==> config.mk <==
export PLATFORM = sky130hd
export DESIGN_NAME = sad_search_engine
export DESIGN_NICKNAME = d
export VERILOG_FILES = /design/src/rtl/me_pkg.sv /design/src/rtl/sad_accum.sv /design/src/rtl/sad_search_engine.sv
export SDC_FILE = /design/constraint.sdc
export NUM_CORES = 1
export LEC_CHECK = 0
export BUFFER_PORTS_ARGS = -buffer_cell sky130_fd_sc_hd__buf_2
export CORE_UTILIZATION = 42
export DETAILED_ROUTE_END_ITERATION = 16
export GPL_TIMING_DRIVEN = 0
export PLACE_DENSITY = 0.58
export SLEW_MARGIN = 20
export SYNTH_ARGS = -nofsm -noshare
export SYNTH_HDL_FRONTEND = slang
export SYNTH_HIERARCHICAL = 1
export SYNTH_SLANG_ARGS = --single-unit
==> constraint.sdc <==
create_clock -name clock -period 6.8 [get_ports clock]
set_input_delay 0 -clock clock [delete_from_list [all_inputs] [get_ports clock]]
set_output_delay 0 -clock clock [all_outputs]
set_load 0.05 [all_outputs]
==> src/rtl/me_pkg.sv <==
// Shared definitions for the SAD motion-estimation engine: default geometry,
// FSM state encoding and a constant-foldable ceiling-log2 helper.
package me_pkg;

  localparam int BLK_DEF   = 16;
  localparam int RANGE_DEF = 8;
  localparam int DW_DEF    = 8;

  typedef enum logic [1:0] {
    S_IDLE  = 2'd0,
    S_RUN   = 2'd1,
    S_DRAIN = 2'd2
  } state_e;

  function automatic int clog2(input int value);
    int result;
    result = 0;
    while ((1 << result) < value) result++;
    return result;
  endfunction

endpackage

==> src/rtl/sad_accum.sv <==
// Absolute-difference accumulator: reloads on a candidate's first pixel and
// saturates at all ones so an overflowing SAD still compares as "worst".
module sad_accum #(
  parameter int DW   = 8,
  parameter int ACCW = 12
) (
  input  logic            clock,
  input  logic            reset_n,
  input  logic            valid,
  input  logic            first,
  input  logic [DW-1:0]   r_pix,
  input  logic [DW-1:0]   s_pix,
  output logic [ACCW-1:0] acc,
  output logic [ACCW-1:0] acc_next
);

  logic signed [DW:0] diff;
  logic [DW-1:0]      mag;
  logic [ACCW:0]      sum;
  logic [ACCW-1:0]    acc_q, acc_d;

  // NOTE: every always_comb output gets a default first so no path leaves it unassigned (no latch).
  always_comb begin
    diff  = $signed({1'b0, r_pix}) - $signed({1'b0, s_pix});
    mag   = diff[DW] ? DW'(-diff) : diff[DW-1:0];
    sum   = {1'b0, acc_q} + (ACCW+1)'(mag);
    acc_d = acc_q;
    if (valid) begin
      if (first)         acc_d = ACCW'(mag);
      else if (sum[ACCW]) acc_d = '1;
      else               acc_d = sum[ACCW-1:0];
    end
  end

  // NOTE: sequential state uses non-blocking assignments so all flops update together at the edge.
  always_ff @(posedge clock or negedge reset_n) begin
    if (!reset_n) acc_q <= '0;
    else          acc_q <= acc_d;
  end

  assign acc      = acc_q;
  assign acc_next = acc_d;

endmodule

==> src/rtl/sad_search_engine.sv <==
// Full-search block matcher: walks every candidate offset, accumulates SAD
// through a 1-cycle-latency memory pipeline and reports the best vector.
module sad_search_engine
  import me_pkg::*;
#(
  parameter  int BLK   = BLK_DEF,
  parameter  int RANGE = RANGE_DEF,
  parameter  int DW    = DW_DEF,
  parameter  int ACCW  = DW + 2*clog2(BLK),
  localparam int SW    = BLK + 2*RANGE,
  localparam int RAW   = clog2(BLK*BLK),
  localparam int SAW   = clog2(SW*SW),
  localparam int VW    = clog2(RANGE) + 1
) (
  input  logic            clock,
  input  logic            reset_n,
  input  logic            start,
  input  logic            early_term_en,
  output logic            busy,
  output logic            done,
  output logic [RAW-1:0]  addr_r,
  input  logic [DW-1:0]   r_data,
  output logic [SAW-1:0]  addr_s,
  input  logic [DW-1:0]   s_data,
  output logic [ACCW-1:0] best_dist,
  output logic [VW-1:0]   motion_x,
  output logic [VW-1:0]   motion_y
);

  localparam int SP = 2*RANGE;
  localparam int PW = (clog2(BLK) > 0) ? clog2(BLK) : 1;
  localparam int CW = (clog2(SP) > 0) ? clog2(SP) : 1;

  state_e          state_q;
  logic [PW-1:0]   px_q, py_q;
  logic [CW-1:0]   cx_q, cy_q, cx_nxt, cy_nxt;
  logic            early_q;

  // Stage 1: read data returning; stage 2: candidate SAD complete in sad_q.
  logic            v1_q, first1_q, lastp1_q, lastc1_q;
  logic [CW-1:0]   cx1_q, cy1_q;
  logic            v2_q, lastc2_q;
  logic [CW-1:0]   cx2_q, cy2_q;

  logic            best_valid_q;
  logic [ACCW-1:0] best_q;
  logic [CW-1:0]   bx_q, by_q;
  logic            done_q;
  logic [ACCW-1:0] best_dist_q;
  logic [VW-1:0]   motion_x_q, motion_y_q;

  logic            issue, first0, lastp0, lastc0, abort, win;
  logic [ACCW-1:0] sad_q, sad_d, best_d;
  logic [CW-1:0]   bx_d, by_d;

  sad_accum #(.DW(DW), .ACCW(ACCW)) u_accum (
    .clock    (clock),
    .reset_n  (reset_n),
    .valid    (v1_q),
    .first    (first1_q),
    .r_pix    (r_data),
    .s_pix    (s_data),
    .acc      (sad_q),
    .acc_next (sad_d)
  );

  always_comb begin
    issue  = (state_q == S_RUN);
    first0 = (px_q == '0) && (py_q == '0);
    lastp0 = (px_q == PW'(BLK-1)) && (py_q == PW'(BLK-1));
    lastc0 = (cx_q == CW'(SP-1)) && (cy_q == CW'(SP-1));
    cx_nxt = (cx_q == CW'(SP-1)) ? '0 : cx_q + CW'(1);
    cy_nxt = (cx_q == CW'(SP-1)) ? cy_q + CW'(1) : cy_q;
    // The last candidate is never aborted; it simply runs into DRAIN.
    abort  = issue && early_q && v1_q && !lastp1_q && !lastc1_q &&
             best_valid_q && (sad_d >= best_q);
    win    = v2_q && (!best_valid_q || (sad_q < best_q));
    best_d = win ? sad_q : best_q;
    bx_d   = win ? cx2_q : bx_q;
    by_d   = win ? cy2_q : by_q;
  end

  always_comb begin
    addr_r = '0;
    addr_s = '0;
    if (issue) begin
      addr_r = RAW'(int'(py_q) * BLK + int'(px_q));
      addr_s = SAW'((int'(cy_q) + int'(py_q)) * SW + int'(cx_q) + int'(px_q));
    end
  end

  always_ff @(posedge clock or negedge reset_n) begin
    if (!reset_n) begin
      state_q      <= S_IDLE;
      px_q         <= '0;
      py_q         <= '0;
      cx_q         <= '0;
      cy_q         <= '0;
      early_q      <= 1'b0;
      v1_q         <= 1'b0;
      first1_q     <= 1'b0;
      lastp1_q     <= 1'b0;
      lastc1_q     <= 1'b0;
      cx1_q        <= '0;
      cy1_q        <= '0;
      v2_q         <= 1'b0;
      lastc2_q     <= 1'b0;
      cx2_q        <= '0;
      cy2_q        <= '0;
      best_valid_q <= 1'b0;
      best_q       <= '1;
      bx_q         <= '0;
      by_q         <= '0;
      done_q       <= 1'b0;
      best_dist_q  <= '1;
      motion_x_q   <= '0;
      motion_y_q   <= '0;
    end else begin
      done_q   <= 1'b0;
      v1_q     <= issue && !abort;
      first1_q <= first0;
      lastp1_q <= lastp0;
      lastc1_q <= lastc0;
      cx1_q    <= cx_q;
      cy1_q    <= cy_q;
      v2_q     <= v1_q && lastp1_q;
      lastc2_q <= lastc1_q;
      cx2_q    <= cx1_q;
      cy2_q    <= cy1_q;

      if (v2_q) begin
        best_valid_q <= 1'b1;
        best_q       <= best_d;
        bx_q         <= bx_d;
        by_q         <= by_d;
      end

      case (state_q)
        S_IDLE: begin
          if (start) begin
            state_q      <= S_RUN;
            early_q      <= early_term_en;
            best_valid_q <= 1'b0;
            best_q       <= '1;
            px_q         <= '0;
            py_q         <= '0;
            cx_q         <= '0;
            cy_q         <= '0;
          end
        end
        S_RUN: begin
          if (abort || lastp0) begin
            px_q <= '0;
            py_q <= '0;
            if (!abort && lastc0) state_q <= S_DRAIN;
            else begin
              cx_q <= cx_nxt;
              cy_q <= cy_nxt;
            end
          end else if (px_q == PW'(BLK-1)) begin
            px_q <= '0;
            py_q <= py_q + PW'(1);
          end else begin
            px_q <= px_q + PW'(1);
          end
        end
        S_DRAIN: begin
          if (v2_q && lastc2_q) begin
            state_q     <= S_IDLE;
            done_q      <= 1'b1;
            best_dist_q <= best_d;
            motion_x_q  <= VW'(int'(bx_d) - RANGE);
            motion_y_q  <= VW'(int'(by_d) - RANGE);
            cx_q        <= '0;
            cy_q        <= '0;
          end
        end
        default: state_q <= S_IDLE;
      endcase
    end
  end

  assign busy      = (state_q != S_IDLE);
  assign done      = done_q;
  assign best_dist = best_dist_q;
  assign motion_x  = motion_x_q;
  assign motion_y  = motion_y_q;

endmodule

==> summary.md <==
| Metric | Value |
|---|---|
| Status | completed |
| Diode count | 0 |
| Synthesis-stage register bit count | 107 |
| Internal Power | 1.422 mW |
| DR vias | 5314 |
| Number of synthesized flops with an enable pin | 0 |
| Area Overhead vs Synth | 13.88% |
| Mapped Area | 0.006491 mm^2 |
| Sw Share | 42.75% |
| RSZ-0062 raised after global routing | no |
| Crit share post-route | 87.85% |
| Hold slack | 67.47 ps |
| Combinational power share | 44.8% |
| Final Wtd Congestion | 0.8831 |
| Root buffer cell | clkbuf_16 |
| Avg Vias per Cell | 5.541 |
| Post-route setup TNS | 0 ps |
| Max IR drop VDD | 0.0002101 V |
| Final hold viol count | 0 |
| Fin Clk Skew | approximately 11 ps |
| Maximum clock insertion buffer count | 2 |
| Net load switching power | between 1 and 1.5 mW |
| Number of max-cap violations | 0 |
| Total Wirelength | 15330 um |
| Class of the worst hold path | primary input to async pin |
| Routed length on met2 | between 6000 and 7000 um |
| R2R Path End | cx_q[3] |
| Reg power frac | around a third |
| I/O Buffers | 63 |
| Syn Nets | around 780 |
| Critical path type | primary input to flip-flop |
| Worst reg2reg path depth | 20 |
| Post-CTS Hold Fix Bufs | 2 |
| CP Data Arrival Time | approximately 6200 ps |
| Crit path max fanout | 10 |
| Worst R2R Setup Slack | roughly 2100 ps |
| WL per Instance | 15.99 um |
| Drt pass-1 iters | 5 |
| Fin crit period | 5974 ps |
| Max Slew Vio Count | 0 |
| Row cnt | 45 |
| Worst-Margin Slew | slightly above 800 ps |
| Asr flop ratio synth | 100.0% |
| Antenna Nets Post-Route | 0 |
| Share of the synthesized area in the top cell type | 28.91% |
| Mapped Cells | 689 |
| Slew headroom | 45.35% |
| Crit path required time | 7030 ps |
| CTS tree | built |
| Largest net degree at the start of global routing | 82 |
| DRT iter0 DRCs | 348 |
| Post-CTS sizing | 0 |
| Die width | between 100 and 150 um |
| Total grt overflow | 0 |
| Synth Flop Type | dfrtp_1 |
| PwrDens | 336.0 mW/mm^2 |
| Num CTS Buffers | 9 |
| Lkg Pwr | around 3.8 nW |
| Post-synthesis sequential area ratio | 41.87% |
| Clock sink total | approximately 110 |
| Initial antenna violation count | 0 |
| Final Setup Violations | 0 |
| Full die area | ~0.016 mm^2 |
| Synth area leader | dfrtp_1 |
| Clock Latency Late Sink | about 360 ps |
| Ys Warns | 6 |
| Syn_area_per_cell | 9.421 um^2 |
| Fill cells | between 1000 and 1500 |
| RR Startpoint | u_accum/acc[0] |
| Placed insts | 941 |
| Fmax | approximately 170 MHz |
| Top Metal Used | met4 |
| Initial Util | 42.86% |
| Area of the core | 0.01515 mm^2 |
| Worst Setup End Kind | flip-flop |
| Pwr Total | 2.484 mW |
| Clock network fraction of total power | around a fifth |
| Number of setup buffers added after CTS | 0 |
| Remaining DRCs | 0 |
| Top cells by area, synth | dfrtp_1 (29%), dfstp_2 (13%), ha_1 (12%) |
| Post-Layout Inst Area | between 0.007 and 0.008 mm^2 |
| Placed cell areas | approximately 0.0071 mm^2 |
| Finished Layout Cells | 959 |
| Multi-input gate area | 0.003478 mm^2 |
| GRT Total Usage | 20.41% |
| First-pass GRT wire length | 25760 um |
| Reg area | 0.002718 mm^2 |
| H-Tree Level Count | 3 |
| IO Count | 64 |
| Die height | 126.3 um |
| Share of cells above drive strength 1 | 19.33% |
| Nets | 853 |
| Routed met3 length | 573 um |
| Yosys cell types | 66 |
| Vias in the first global route | 5094 |
| Final HPWL DP | approximately 12000 um |
| Metal1 wirelength | 7596 um |
| Clk slew on worst S/H paths | 80 ps |
| Crit path launch type | primary input |
layout make-up:
| type | instances | share of cell area [%] |
|---|---|---|
| Timing Repair Buffer | 66 | 4.993 |
| Sequential cell | 107 | 36.76 |
| Multi-Input combinational cell | 507 | 47.05 |
| Inverter | 50 | 2.539 |
| Buffer | 25 | 1.456 |
| Clock inverter | 6 | 0.9140 |
| Tap cell | 188 | 3.182 |
| Clock buffer | 10 | 3.098 |
cell families (layout without fill, tap and decap cells):
kind of cell,count (synthesis),count (layout),share of synthesized area (%)
DFF,107,107,41.87
buffers and inverters,75,157,4.549
and+or+nand+nor,240,240,17.31
AOI/OAI and AO/OA,161,161,16.89
adders and majority gates,67,67,13.38
xor gates and xnor gates,19,19,2.564
muxes,20,20,3.450
metrics by stage:
step	setup WS, ps	utilization, %
2_1_floorplan	1555	-
3_3_place_gp	569.1	46.49
3_5_place_dp	542.1	46.72
4_1_cts	889.0	48.81
5_1_grt	360.6	48.81
6_report	826.3	48.81
per-layer routing:
| metal | GRT usage, % | vias to the layer above |
|---|---|---|
| met3 | 2.784 | 25 |
| met5 | 0 | - |
| met4 | 9.426 | 0 |
| met2 | 30.68 | 128 |
| met1 | 29.24 | 2553 |
| li1 | - | 2608 |
worst max-delay path: stages:
cell and delay [ps]:
buf_2 90, inv_1 50, ha_1 150, inv_1 50, fa_1 400, xnor2_1 360, nand3_1 290, or4_1 480
o221ai_1 200, nor3_2 60, xnor2_1 210, ha_1 290, a21o_1 200, or4_1 470, clkbuf_1 170, and4_4 210
nor2_1 170, o2bb2ai_1 140, a31oi_1 140, ha_1 360, nand2_1 90, nor3_1 190, a21oi_1 120, o311ai_2 580
buf_2 330, o22ai_1 120, a21oi_1 160, o21ai_0 100
cell usage after synthesis (14+ instances only):
cell / n
inv_1: 50
a31oi_1: 24
nand3_1: 37
clkbuf_1: 19
xnor2_1: 14
nand2_1: 78
o21ai_0: 24
ha_1: 63
dfrtp_1: 75
dfstp_2: 32
a21oi_1: 38
nor2_1: 60
mux2_2: 15
power groups by stage:
stage                     Combinational (mW)  Sequential [mW]  Clock, mW
final                                   1.11            0.845      0.527
after global placement                  1.08            0.851          0
after floorplan                        0.873            0.814          0
after global routing                    1.25            0.858      0.565
after CTS                               1.11            0.842      0.540
after detailed placement                1.10            0.855          0
how the worst max path moves through the flow:
stage,endpoint,slack (ps),startpoint
final,cx_q[3],830,r_data[0]
after global routing,cx_q[3],360,r_data[0]
after CTS,cx_q[3],890,r_data[0]
after detailed placement,py_q[3],540,r_data[0]
after global placement,py_q[3],570,r_data[0]
after floorplan,py_q[3],1560,r_data[0]
cell usage in the layout, fill, tap and decap left out, drive strengths merged, types with 14 or more instances in the layout:
master | Yosys | final
inv | 50 | 53
buf | 5 | 69
a31oi | 24 | 24
nand3 | 37 | 37
xnor2 | 14 | 14
dfstp | 32 | 32
o21ai | 32 | 32
ha | 63 | 63
nor2 | 61 | 61
mux2 | 16 | 16
nand2 | 78 | 78
clkbuf | 20 | 30
a21oi | 40 | 40
dfrtp | 75 | 75
Power figures use the tool's default switching activity.
